`config.mk`:
```
export PLATFORM = sky130hd
export DESIGN_NAME = spi_slave
export DESIGN_NICKNAME = d
export VERILOG_FILES = /design/src/rtl/spi_pkg.sv /design/src/rtl/spi_sync.sv /design/src/rtl/spi_slave.sv
export SDC_FILE = /design/constraint.sdc
export NUM_CORES = 1
export LEC_CHECK = 0
export BUFFER_PORTS_ARGS = -buffer_cell sky130_fd_sc_hd__buf_2
export CAP_MARGIN = 20
export CORE_AREA = 2 2 78 73
export DETAILED_ROUTE_END_ITERATION = 12
export DIE_AREA = 0 0 80 75
export PLACE_DENSITY = 0.69
export REMOVE_ABC_BUFFERS = 1
export SLEW_MARGIN = 20
export SYNTH_ARGS = -nofsm -noshare
export SYNTH_HDL_FRONTEND = slang
export SYNTH_SLANG_ARGS = --single-unit
export TNS_END_PERCENT = 5
```
`constraint.sdc`:
```
create_clock -name m_clk -period 1.9 [get_ports m_clk]
set_input_delay 0.38 -clock m_clk [delete_from_list [all_inputs] [get_ports m_clk]]
set_output_delay 0.38 -clock m_clk [all_outputs]
set_load 0.05 [all_outputs]
```
`src/rtl/spi_pkg.sv`:
```
`timescale 1ns/1ps
`default_nettype none
// +--------------------------------------------------------------------------+
// | Module   : spi_pkg                                                       |
// | Purpose  : Shared constants for the SPI slave: default frame width,      |
// |            IDLE/ACTIVE state encoding and the minimum m_clk:spi_clk      |
// |            ratio the design relies on.                                   |
// | Ports    : none (package)                                                |
// | Revision : 1.0 - initial release                                         |
// +--------------------------------------------------------------------------+
package spi_pkg;

    localparam int         c_data_w_default = 8;
    localparam int         c_min_clk_ratio  = 4;

    localparam int         c_state_w        = 1;
    localparam logic [0:0] c_st_idle        = 1'b0;
    localparam logic [0:0] c_st_active      = 1'b1;

endpackage
`default_nettype wire

```
`src/rtl/spi_sync.sv`:
```
`timescale 1ns/1ps
`default_nettype none
// +--------------------------------------------------------------------------+
// | Module   : spi_sync                                                      |
// | Purpose  : Two-flop synchronizer for one asynchronous input plus edge    |
// |            detection of the synchronized value against its previous      |
// |            value.                                                        |
// | Ports    : clk     - system clock (rising edge)                          |
// |            rst_n   - asynchronous active-low reset, clears all flops     |
// |            i_async - asynchronous input                                  |
// |            o_sync  - synchronized value                                  |
// |            o_rise  - one-cycle strobe, synchronized value went 0->1      |
// |            o_fall  - one-cycle strobe, synchronized value went 1->0      |
// | Revision : 1.0 - initial release                                         |
// +--------------------------------------------------------------------------+
module spi_sync (
    input  logic clk,
    input  logic rst_n,
    input  logic i_async,
    output logic o_sync,
    output logic o_rise,
    output logic o_fall
);

    logic r_meta;
    logic r_sync;
    logic r_prev;

    always_ff @(posedge clk or negedge rst_n) begin
        if (!rst_n) begin
            r_meta <= 1'b0;
            r_sync <= 1'b0;
            r_prev <= 1'b0;
        end else begin
            r_meta <= i_async;
            r_sync <= r_meta;
            r_prev <= r_sync;
        end
    end

    assign o_sync = r_sync;
    assign o_rise = r_sync & ~r_prev;
    assign o_fall = ~r_sync & r_prev;

endmodule
`default_nettype wire

```
`src/rtl/spi_slave.sv`:
```
`timescale 1ns/1ps
`default_nettype none
// +--------------------------------------------------------------------------+
// | Module   : spi_slave                                                     |
// | Purpose  : SPI mode-0 slave, oversampled by m_clk (>= 4x spi_clk).       |
// |            One transmit holding buffer, receive without back-pressure,   |
// |            back-to-back frames within one chip-select period.            |
// | Ports    : m_clk    - system clock          nrst     - async reset, low  |
// |            spi_clk  - serial clock (idle 0) spi_cs   - chip select, low  |
// |            spi_mosi - serial data in        spi_miso - serial data out   |
// |            tx_data  - word to transmit      tx_load  - tx_data strobe    |
// |            tx_ready - holding buffer empty  rx_data  - last full word    |
// |            rx_valid - 1-cycle new rx_data   busy     - frame in progress |
// | Config   : SPI_SLAVE_LSB_FIRST_EN - shift rx and tx LSB first            |
// |            (default: MSB first)                                          |
// | Revision : 1.0 - initial release                                         |
// +--------------------------------------------------------------------------+
module spi_slave
    import spi_pkg::*;
#(
    parameter int DATA_W = c_data_w_default
) (
    input  logic              m_clk,
    input  logic              nrst,
    input  logic              spi_clk,
    input  logic              spi_cs,
    input  logic              spi_mosi,
    output logic              spi_miso,
    input  logic [DATA_W-1:0] tx_data,
    input  logic              tx_load,
    output logic              tx_ready,
    output logic [DATA_W-1:0] rx_data,
    output logic              rx_valid,
    output logic              busy
);

    localparam int                c_cnt_w = $clog2(DATA_W);
    localparam logic [c_cnt_w-1:0] c_last = c_cnt_w'(DATA_W - 1);

    // Bit 0: spi_clk, bit 1: spi_cs, bit 2: spi_mosi
    logic [2:0] w_async;
    logic [2:0] w_sync;
    logic [2:0] w_rise;
    logic [2:0] w_fall;

    assign w_async = {spi_mosi, spi_cs, spi_clk};

    for (genvar gi = 0; gi < 3; gi++) begin : g_sync
        spi_sync u_sync (
            .clk     (m_clk),
            .rst_n   (nrst),
            .i_async (w_async[gi]),
            .o_sync  (w_sync[gi]),
            .o_rise  (w_rise[gi]),
            .o_fall  (w_fall[gi])
        );
    end

    logic w_clk_rise;
    logic w_clk_fall;
    logic w_cs_rise;
    logic w_cs_fall;
    logic w_mosi_s;
    logic w_unused;

    assign w_clk_rise = w_rise[0];
    assign w_clk_fall = w_fall[0];
    assign w_cs_rise  = w_rise[1];
    assign w_cs_fall  = w_fall[1];
    assign w_mosi_s   = w_sync[2];
    assign w_unused   = ^{w_sync[1:0], w_rise[2], w_fall[2]};

    logic [c_state_w-1:0] r_state;
    logic [c_cnt_w-1:0]   r_bit_cnt;
    logic [DATA_W-1:0]    r_rx_shift;
    logic [DATA_W-1:0]    r_tx_shift;
    logic [DATA_W-1:0]    r_hold;
    logic                 r_tx_ready;
    logic [DATA_W-1:0]    r_rx_data;
    logic                 r_rx_valid;

    logic [DATA_W-1:0]    w_rx_next;
    logic [DATA_W-1:0]    w_tx_shifted;
    logic [DATA_W-1:0]    w_reload_word;
    logic                 w_load_ok;

`ifdef SPI_SLAVE_LSB_FIRST_EN
    localparam int c_out_bit = 0;
    assign w_rx_next    = {w_mosi_s, r_rx_shift[DATA_W-1:1]};
    assign w_tx_shifted = {1'b0, r_tx_shift[DATA_W-1:1]};
`else
    localparam int c_out_bit = DATA_W - 1;
    assign w_rx_next    = {r_rx_shift[DATA_W-2:0], w_mosi_s};
    assign w_tx_shifted = {r_tx_shift[DATA_W-2:0], 1'b0};
`endif

    assign w_load_ok = tx_load & r_tx_ready;

    // Word entering the shifter: a load arriving on the reload cycle goes
    // straight through; otherwise the buffer content, or zeros on underrun.
    assign w_reload_word = r_tx_ready ? (tx_load ? tx_data : '0) : r_hold;

    always_ff @(posedge m_clk or negedge nrst) begin
        if (!nrst) begin
            r_state    <= c_st_idle;
            r_bit_cnt  <= '0;
            r_rx_shift <= '0;
            r_tx_shift <= '0;
            r_hold     <= '0;
            r_tx_ready <= 1'b1;
            r_rx_data  <= '0;
            r_rx_valid <= 1'b0;
        end else begin
            r_rx_valid <= 1'b0;

            if (w_load_ok) begin
                r_hold     <= tx_data;
                r_tx_ready <= 1'b0;
            end

            case (r_state)
                c_st_idle: begin
                    if (w_cs_fall) begin
                        r_state    <= c_st_active;
                        r_bit_cnt  <= '0;
                        r_rx_shift <= '0;
                        r_tx_shift <= w_reload_word;
                        r_tx_ready <= 1'b1;
                    end
                end
                c_st_active: begin
                    if (w_cs_rise) begin
                        // Partial word is dropped; holding buffer is kept.
                        r_state    <= c_st_idle;
                        r_bit_cnt  <= '0;
                        r_rx_shift <= '0;
                        r_tx_shift <= '0;
                    end else begin
                        if (w_clk_rise) begin
                            r_rx_shift <= w_rx_next;
                            if (r_bit_cnt == c_last) begin
                                r_bit_cnt  <= '0;
                                r_rx_data  <= w_rx_next;
                                r_rx_valid <= 1'b1;
                            end else begin
                                r_bit_cnt <= r_bit_cnt + c_cnt_w'(1);
                            end
                        end
                        // A falling edge with the counter at 0 can only follow
                        // a completed word, since spi_clk idles low.
                        if (w_clk_fall) begin
                            if (r_bit_cnt == '0) begin
                                r_tx_shift <= w_reload_word;
                                r_tx_ready <= 1'b1;
                            end else begin
                                r_tx_shift <= w_tx_shifted;
                            end
                        end
                    end
                end
                default: r_state <= c_st_idle;
            endcase
        end
    end

    // Gated by the raw pin so the line is 0 the moment the slave is deselected.
    assign spi_miso = r_tx_shift[c_out_bit] & ~spi_cs;
    assign tx_ready = r_tx_ready;
    assign rx_data  = r_rx_data;
    assign rx_valid = r_rx_valid;
    assign busy     = (r_state == c_st_active);

endmodule
`default_nettype wire

```
; ---- Yosys cells after proc, flatten, opt, wreduce, memory -nomap -nowiden
; Cells that the tools add are included.
[word_totals]
rom_bits = 0
ramBits = 0
regBits = 45
out_inout_bits = 12
latchBits = 0
word_cells = 67
n_memories = 0
in_bits = 14
[op_classes]
mux = 29
n_mul = 0
bitwise = 13
div_mod_pow = 0
order_cmp = 0
add_sub_neg = 1
n_reduce_logical = 4
shifts = 0
n_eq_ne = 4
[op_table]
columns = cell, n
row1 = two-way mux 8 bit, 6
row2 = two-way mux 7 bit, 3
row3 = one-hot mux 8 bit (2 select lines), 1
row4 = one-hot mux 7 bit (2 select lines), 1
row5 = two-way mux 3 bit, 4
row6 = two-way mux 1 bit, 11
row7 = NOT 1 bit, 7
row8 = bitwise AND 1 bit, 6
row9 = "!= test 3 x 1 -> 1 bit, second input constant", 2
row10 = one-hot mux 3 bit (2 select lines), 1
row11 = one-hot mux 1 bit (2 select lines), 2
row12 = AND reduction 2 bit, 2
row13 = AND reduction 4 bit, 1
row14 = "adder 3 x 1 -> 3 bit, second input constant", 1
row15 = "equality test 3 bit, second input constant", 1
row16 = logical NOT 3 bit, 1
row17 = "!= test 2 x 1 -> 1 bit, second input constant", 1

; ---- Logic depth before layout (Yosys ltp)
; Gate-level depths: netlist of run 1.
[depth]
ltp_word = 6
depth_mapped = 7
mapped_depth_nobuf = 6

; ---- Cells and area by module
; Synthesis of run 1 repeated with hierarchy kept, for this count alone.
[unflattened]
hier_cells = 152
area_unflattened_um2 = 1958.1
[by_module_without_submodules]
columns = module, instances, cells_each, seq_area_each_um2, area_per_inst_um2
row1 = spi_slave, 1, 137, 927.1, 1687.9
row2 = spi_sync, 3, 5, 75.1, 90.1

; ---- Worst setup path after synthesis of run 1
; No wires, ideal clock.
[synth_path]
path_type = register to register
start = register r_tx_ready, in the netlist tx_ready
end = register r_tx_shift[3]
path_stages_with_launch = 6
setup_ns = 0.125
arrival_time_ns = 1.662
path_buffers = 2
required_time_ns = 1.775
slack_ns = 0.113
period_less_slack_ns = 1.787
cell_sequence = dfstp_2 > buf_2 > clkbuf_1 > o21ai_0 > a22o_1 > mux2_4
[synth_via]
elab_chain_cells = 5
elab_cells_between_ends = 6
classes_between = 6 x mux
[synth_lines]
columns = element, line_no
row1 = start: declaration, spi_slave.sv:78  ; logic r_tx_ready;
row2 = start signal: assignment, spi_slave.sv:110  ; r_tx_ready <= 1'b1;
row3 = start signal: assignment, spi_slave.sv:118  ; r_tx_ready <= 1'b0;
row4 = start signal: assignment, spi_slave.sv:128  ; r_tx_ready <= 1'b1;
row5 = two-way mux 8 bit *, spi_slave.sv:101  ; assign w_reload_word = r_tx_ready ? (tx_load ? tx_data : '0) : r_hold;
row6 = two-way mux 8 bit, spi_slave.sv:152  ; if (r_bit_cnt == '0) begin
row7 = two-way mux 8 bit, spi_slave.sv:151  ; if (w_clk_fall) begin
row8 = two-way mux 8 bit, spi_slave.sv:132  ; if (w_cs_rise) begin
row9 = one-hot mux 8 bit (2 select lines) *, spi_slave.sv:121  ; case (r_state)
row10 = end signal: assignment, spi_slave.sv:127  ; r_tx_shift <= w_reload_word;
row11 = end signal: assignment, spi_slave.sv:153  ; r_tx_shift <= w_reload_word;
row12 = end signal: assignment, spi_slave.sv:156  ; r_tx_shift <= w_tx_shifted;
row13 = end: declaration, spi_slave.sv:76  ; logic [DATA_W-1:0] r_tx_shift;
; Mark *: on every way between the ends. The rest lies on a longest branch, timed or not. The select of a mux whose other input is x is not followed.
; A chain may end at the register's enable or synchronous reset.

; ---- Worst setup path after layout of run 1
[layout_path]
start = register r_tx_ready, in the netlist tx_ready
end = output tx_ready
[layout_rtl]
columns = element, line_no
row1 = end: declaration, spi_slave.sv:31  ; output logic tx_ready,
; No word-level cell between the ends.

==> results.toml, run 1 <==
[setup_path]
worstSetupStartpoint = "tx_ready"
reg2reg_depth = 4
r2r-start = "g_sync[1].u_sync.r_prev"
setup.worst_path.start_class = "flop"
critPathKind = "reg2out"
path_buf_inv = 1
critPathMaxStageDelay_ps = 710
reg2reg_slack_ps = 360
path_max_fanout = 19
worstPathCellList = "buf_2"
endpoint = "tx_ready"
crit_family = "flip-flops"
crit_required_ps = 1520
r2r-end = "r_tx_shift[4]"
cp.arrival_ps = 1330
cp_slowest_cell = "dfstp_2"
crit_cells = 1
endpoint_kind = "output port"

[floorplanning]
die_y_um = 75
die_w_um = 80
start_util_pct = 39.0
num_rows = 25
dieArea_mm2 = 0.00600
core_area_mm2 = 0.00513
io_pins = 26

[placement]
gp_congestion = 0.743
dpl.cell_count = 262
dp_hpwl_um = 2250
io_buffer_count = 25

[logic_synthesis]
postSynth.asyncResetShare_pct = 100
yosys.cell_types.count = 31
synth_seq_cells = 45
synth_top_area_share_pct = 55.0
ys_seq_area_share_pct = 56.3
dominantRegCellSynth = "dfrtp_1"
synth_edf_count = 0
syn_area_mm2 = 0.00200
yosys_warnings = 0
synth_top_cell_by_area = "dfrtp_1"
syn-instance-count = 174
synth_area_leaders = "dfrtp_1 55%, mux2_2 6.8%, nand2_1 5.3%, nand3_1 3.8%, a22o_1 3.5%"
postSynthAreaPerCell_um2 = 11.5

[global_route]
grt_pass1_vias = 1308
grt-ovfl-total = 0
grt_max_degree = 46
grtUsageTotal_pct = 12.6
grt_pass1_wl_um = 5910
antenna_found_initial = 0

[finish]
ff_latch_area_mm2 = 0.00113
fillers = 505
mostFrequentLayoutCell = "dfrtp_1"
final_layout_size_suffix_gt1_share_pct = 31.5
nets = 219
syn_to_final_growth_pct = 14.2
instances_no_fill = 270
multiInputGateArea_um2 = 773
mostFrequentLayoutCells = "44 x dfrtp_1, 28 x nand2_1, 25 x buf_2, 15 x nand3_1, 13 x inv_1"
diodes = 0

[clocking]
path_clk_slew_ps = 90
cts.root.buffer_cell = "clkbuf_8"
cts_tree = "built"
cts_htree_levels = 2
numCtsBuffers = 5
clock_path_buffers = 2
cts_hold_buf = 0
post_cts_resized = 0
postCtsSetupBuffers = 0
clk-insertion-delay-late_ps = 290
clock-sinks = 45

[drt]
ant_nets = 0
drt-initial-drc-count = 93
drc = 0
via_per_inst = 4.78
dr_total_vias = 1290
avgRoutedWirePerCell_um = 12.0
dr.pass1.iters = 4
routed_wl_um = 3230

[sta]
worst_slew_pin_slew_ps = 552
final_max_slew_viol_count = 0
tns_ps = 0
timing.final.crit_period_ps = 1710
hold_viol = 0
clock.fmax_ghz = 0.586
period_share_pct = 89.9
max-slew-margin-rel_pct = 63.2
fin_worst_skew_ps = 10.7
rsz0062_at_grt = "no"
whs_ps = 157
setup_violations = 0

[run_status]
status = "completed"

[pwr]
power.density_mw_per_mm2 = 1100
p_leak_uw = 0.00120
peakVddDrop_v = 0.000442

[hold_path]
hold_path_class = "in2async"

[run]
maxCapViolations = 0
## sequential cells by signal, indices dropped and copies added, names as in the netlist
| signal | count |
|---|---|
| busy | 1 |
| g_sync.u_sync.o_sync | 3 |
| g_sync.u_sync.r_meta | 3 |
| g_sync.u_sync.r_prev | 2 |
| r_bit_cnt | 3 |
| r_hold | 8 |
| r_rx_shift | 7 |
| r_tx_shift | 8 |
| rx_data | 8 |
| rx_valid | 1 |
| tx_ready | 1 |
## cells in the mapped netlist, drive strengths merged, types with 3 or more instances
library cell  instances
inv                  13
buf                   5
clkbuf                3
a22o                  8
dfrtp                44
nor2b                 4
nand3                15
mux2                 16
o21ai                13
nand2                30
ha                    3
nand2b                3
nand4                 8
## per-layer routing
layer	up-vias	track usage, %	share of wire [%]
met5	-	0	0
met4	0	3.95	0.37
met3	2	3.60	4.8
met2	26	19.5	45
met1	611	17.4	50
li1	651	-	-
## power breakdown
part	internal (µW)	switching, µW
clock network	295	310
registers	1150	136
logic	310	316
total	1760	762
## worst min-delay path by stage
stage,start,endpoint,slack (ps),depth (start not counted)
CTS,nrst,rx_valid,170,2
detailed placement,g_sync[0].u_sync.r_meta,g_sync[0].u_sync.o_sync,330,0
floorplan,nrst,busy,80,0
finish,nrst,rx_data[7],160,2
global placement,g_sync[0].u_sync.r_meta,g_sync[0].u_sync.o_sync,340,0
global route,spi_mosi,g_sync[2].u_sync.r_meta,180,1
## cell families (layout without fill, tap and decap cells)
logic type | count (synthesis) | after routing | share of synthesized area (%)
and+or+nand+nor | 65 | 65 | 18.2
DFF | 45 | 45 | 56.3
AOI/OAI and AO/OA | 23 | 23 | 8.32
buffers and inverters | 21 | 50 | 5.00
muxes | 17 | 17 | 10.3
adders and majority gates | 3 | 3 | 1.88
## metrics by stage
stage / util [%] / total power [µW] / cell area [µm²] / worst slack (ps)
after detailed placement: 42.7 / 1940 / 2190 / 369
after CTS: 44.5 / 2550 / 2280 / 164
after global routing: 44.5 / 2700 / 2280 / 114
after floorplan: - / 1770 / 1950 / -18.8
final: 44.5 / 2520 / 2280 / 193
after global placement: 42.7 / 1920 / 2190 / 383
## area by class of cell
type                            count  share of cell area [%]
Clock buffer                        6                    3.61
Timing Repair Buffer               29                    6.79
Sequential cell                    45                    49.3
Clock inverter                      2                   0.602
Multi-Input combinational cell    108                    33.8
Tap cell                           67                    3.67
Inverter                           13                    2.14
Power figures use the tool's default switching activity.
==> run 2: changes to the inputs <==
Settings changed: BUFFER_PORTS_ARGS -buffer_cell sky130_fd_sc_hd__buf_2 to default, DONT_BUFFER_PORTS from default to 1, PLACE_DENSITY 0.69 to 0.65.
Clock period 1.9 ns to 1.6 ns, I/O delays scaled along.
==> results.toml, run 2 (synthesis results as in run 1) <==
[global_route]
grt_pass1_wl_um = 5780
antenna_found_initial = 0
grtUsageTotal_pct = 12.7
grt_pass1_vias = 1205
grt_max_degree = 46
grt-ovfl-total = 0

[clocking]
cts.root.buffer_cell = "clkbuf_8"
cts_tree = "built"
numCtsBuffers = 5
clk-insertion-delay-late_ps = 300
cts_htree_levels = 2
path_clk_slew_ps = 80
clock_path_buffers = 2
clock-sinks = 45

[sta]
hold_viol = 0
period_share_pct = 97.3
whs_ps = 44.7
final_max_slew_viol_count = 0
fin_worst_skew_ps = 11.2
timing.final.crit_period_ps = 1560
clock.fmax_ghz = 0.642
setup_violations = 0
max-slew-margin-rel_pct = 68.4
worst_slack_ps = 43.3
worst_slew_pin_slew_ps = 474

[setup_path]
setup.worst_path.start_class = "flop"
cp_slowest_cell = "dfrtp_1"
crit_required_ps = 1780
critPathKind = "reg2reg"
endpoint_kind = "flop"
cp.arrival_ps = 1740
path_max_fanout = 7
critPathMaxStageDelay_ps = 420
worstPathCellList = "inv_1, ha_2, nand2b_4, and3_4, a22o_1, mux2_4"

[floorplanning]
die_y_um = 75
io_pins = 26
die_w_um = 80
start_util_pct = 39.0
num_rows = 25
core_area_mm2 = 0.00513
dieArea_mm2 = 0.00600

[pwr]
power.density_mw_per_mm2 = 1410
power_uw = 3210
peakVddDrop_v = 0.000601
p_leak_uw = 0.00113

[drt]
dr.pass1.iters = 4
routed_wl_um = 3460
via_per_inst = 4.99
drt-initial-drc-count = 93
drc = 0
avgRoutedWirePerCell_um = 13.7
dr_total_vias = 1257
ant_nets = 0

[finish]
instances_no_fill = 252
mostFrequentLayoutCells = "44 x dfrtp_1, 28 x nand2_1, 15 x nand3_1, 12 x inv_1, 12 x mux2_2"
final_layout_size_suffix_gt1_share_pct = 24.9
nets = 201
ff_latch_area_mm2 = 0.00113
mostFrequentLayoutCell = "dfrtp_1"
multiInputGateArea_um2 = 783
diodes = 0
fillers = 505
syn_to_final_growth_pct = 13.6

[placement]
gp_congestion = 0.722
dp_hpwl_um = 2330
place_ws_ps = 59.9
dpl.cell_count = 242
io_buffer_count = 0

[hold_path]
hold_path_class = "in2reg"

[run_status]
status = "completed"

[run]
maxCapViolations = 0
[run 2: timing repair]
action	in CTS	in global routing
hold buffers	2	0
setup buffers	0	0
endpoints found under the setup margin	1	3
gates resized for setup	1	4
endpoints found under the hold margin	45	0
pin swaps	0	1
[run 2: final cells by class]
type,count,area share [%]
timing repair buffer,11,4.79
tap,67,3.69
clock buffer,7,3.80
sequential,45,49.8
multi-input combinational,108,34.5
clock inverter,1,1.32
inverter,13,2.15
[run 2: worst max-delay path, delay by kind of cell (launching register included)]
family,cells,cell delay (ps)
adder cells (fa/ha/maj),1,190
AND/OR/NAND/NOR,2,280
flip-flops,1,420
buffers and inverters,1,80
AO/OA/AOI/OAI,1,230
multiplexers,1,250
[run 2: path summary, 6_finish.rpt]
path,slack (ps),start,to,cells past startpoint
worst max-delay path,40,r_bit_cnt[0],r_tx_shift[7],6
worst min-delay path,40,spi_clk,g_sync[0].u_sync.r_meta,0
worst max register to register,40,r_bit_cnt[0],r_tx_shift[7],6
worst min register to register,350,g_sync[0].u_sync.r_meta,g_sync[0].u_sync.o_sync,0
max in group asynchronous,820,nrst,tx_ready,2
min in group asynchronous,530,nrst,rx_data[7],2
[run 2: where the power goes]
part	internal, µW	switching (µW)	leakage [µW]
clock network	509	374	0.0000585
registers	1370	164	0.000581
logic	395	390	0.000492
total	2280	927	0.00113
[run 2: per-layer routing]
layer	vias to the layer above	track usage, %	share of wire [%]
met5	-	0	0
met4	0	5.08	1.6
met3	6	4.68	4.7
met2	22	18.6	45
met1	611	17.2	49
li1	618	-	-
[run 2: per-stage QoR]
| step | util (%) | cell area, µm² | TNS [ps] |
|---|---|---|---|
| global placement | 41.0 | 2100 | 0 |
| detailed placement | 41.0 | 2100 | 0 |
| finish | 44.3 | 2270 | 0 |
| floorplan | - | 1950 | -3250 |
| global route | 44.3 | 2270 | -0.727 |
| CTS | 44.0 | 2260 | 0 |
==> run 3: changes to the inputs <==
Settings changed: GPL_TIMING_DRIVEN from default to 0.
==> results.toml, run 3 (synthesis results as in run 1) <==
[pwr]
peakVddDrop_v = 0.000738
p_clk_share_pct = 27.4
p_leak_uw = 0.00113
power.density_mw_per_mm2 = 1410
comb_power_share_pct = 23.2
p_switching_uw = 927
p_sw_share_pct = 29.0
internal_power_uw = 2270
p_seq_share_pct = 49.3

[finish]
instances_no_fill = 248
fillers = 493
postLayoutCellArea_mm2 = 0.00227
nets = 197
syn_to_final_growth_pct = 13.6
diodes = 0
mostFrequentLayoutCells = "42 x dfrtp_1, 28 x nand2_1, 15 x nand3_1, 13 x inv_1, 12 x mux2_2"
final_layout_size_suffix_gt1_share_pct = 24.9
mostFrequentLayoutCell = "dfrtp_1"

[clocking]
clk-insertion-delay-late_ps = 290
clock-sinks = 45
clock_path_buffers = 2
cts.root.buffer_cell = "clkbuf_8"
cts_tree = "built"
path_clk_slew_ps = 80
numCtsBuffers = 5
cts_htree_levels = 2

[floorplanning]
die_w_um = 80
core_area_mm2 = 0.00513
io_pins = 26
die_y_um = 75
num_rows = 25
start_util_pct = 39.0
dieArea_mm2 = 0.00600

[drt]
wl_met2_um = 1590
top_layer_used = "met4"
ant_nets = 0
drc = 0
dr_total_vias = 1266
routed_wl_um = 3580
wl_met3_um = 163
via_per_inst = 5.10
wl_met1_um = 1780
avgRoutedWirePerCell_um = 14.4
drt-initial-drc-count = 95
dr.pass1.iters = 4

[setup_path]
cp.arrival_ps = 1740
endpoint_kind = "flop"
path_max_fanout = 19
crit_required_ps = 1780
worstSetupStartpoint = "tx_ready"
reg2reg_depth = 3
setup.worst_path.start_class = "flop"
critPathKind = "reg2reg"
r2r-start = "tx_ready"

[placement]
dp_hpwl_um = 2170
postPlaceCellArea_mm2 = 0.00203
io_buffer_count = 0
gp_congestion = 0.717
dpl.cell_count = 233

[global_route]
grt-ovfl-total = 0
antenna_found_initial = 0
grt_pass1_vias = 1212
grt_pass1_wl_um = 5980
grt_max_degree = 46
grtUsageTotal_pct = 13.1

[sta]
final_max_slew_viol_count = 0
rsz0062_at_grt = "yes"
setup_violations = 0
period_share_pct = 97.2
hold_viol = 0
worst_slew_pin_slew_ps = 568
timing.final.crit_period_ps = 1560
clock.fmax_ghz = 0.643
max-slew-margin-rel_pct = 61.9
fin_worst_skew_ps = 7.91

[hold_path]
hold_path_class = "in2reg"
hold_start = "spi_mosi"
hold_path_depth = 0

[run_status]
status = "completed"

[run]
maxCapViolations = 0
## run 3: cell count changes in the layout (fill, tap and decap cells not counted), sizes merged
| cell | before | now |
|---|---|---|
| buf | 10 | 5 |
| clkbuf | 7 | 8 |
## run 3: layout make-up
type	count	area, µm²	share of cell area (%)
Clock buffer	7	86.3	3.80
Multi-Input combinational cell	108	818	36.0
Timing Repair Buffer	7	70.1	3.08
Sequential cell	45	1140	50.0
Tap cell	67	83.8	3.69
Inverter	13	48.8	2.15
Clock inverter	1	30.0	1.32
## run 3: what timing repair did
action                                  4_1_cts  5_1_grt
endpoints found under the setup margin       30       16
hold buffers                                  2        0
gates cloned                                  0        0
resized for setup                             7        7
pin swaps                                     0        1
endpoints found under the hold margin        45        0
setup buffers                                 1        4
## run 3: path summary, 6_finish.rpt
path | end | slack, ps
hold / removal | g_sync[2].u_sync.r_meta | 60
max in group asynchronous | tx_ready | 820
setup / recovery | r_tx_shift[6] | 40
hold reg to reg | g_sync[0].u_sync.o_sync | 350
min in group asynchronous | r_tx_shift[6] | 530
setup reg to reg | r_tx_shift[6] | 40
## run 3: metal layers
layer  vias up  global-route usage, %
li1        610                      -
met1       626                   18.0
met2        25                   19.7
met3         5                   4.32
met4         0                   4.52
met5         -                      0
## run 3: through the flow
stage | hold WS, ps | utilization (%) | worst slack, ps | power, µW | TNS [ps]
after floorplan | 24.4 | - | -319 | 2110 | -3250
after global placement | 26.5 | 39.6 | -621 | 2210 | -9910
after detailed placement | 26.6 | 39.6 | -668 | 2240 | -10910
after CTS | 44.4 | 43.2 | -35.8 | 3170 | -118
after global routing | 30.7 | 44.3 | -19.3 | 3400 | -26.7
final | 55.9 | 44.3 | 44.7 | 3200 | 0
## run 3: worst max-delay path, stage by stage (launching register included)
cell	delay, ps
dfstp_4	810
o21ai_1	120
a22o_1	240
mux2_2	270
## run 3: power by group through the flow
stage	clock (µW)	combinational (µW)	sequential, µW
2_1_floorplan	0	560	1550
3_3_place_gp	0	627	1590
3_5_place_dp	0	651	1590
4_1_cts	897	702	1580
5_1_grt	954	839	1610
6_report	877	742	1580
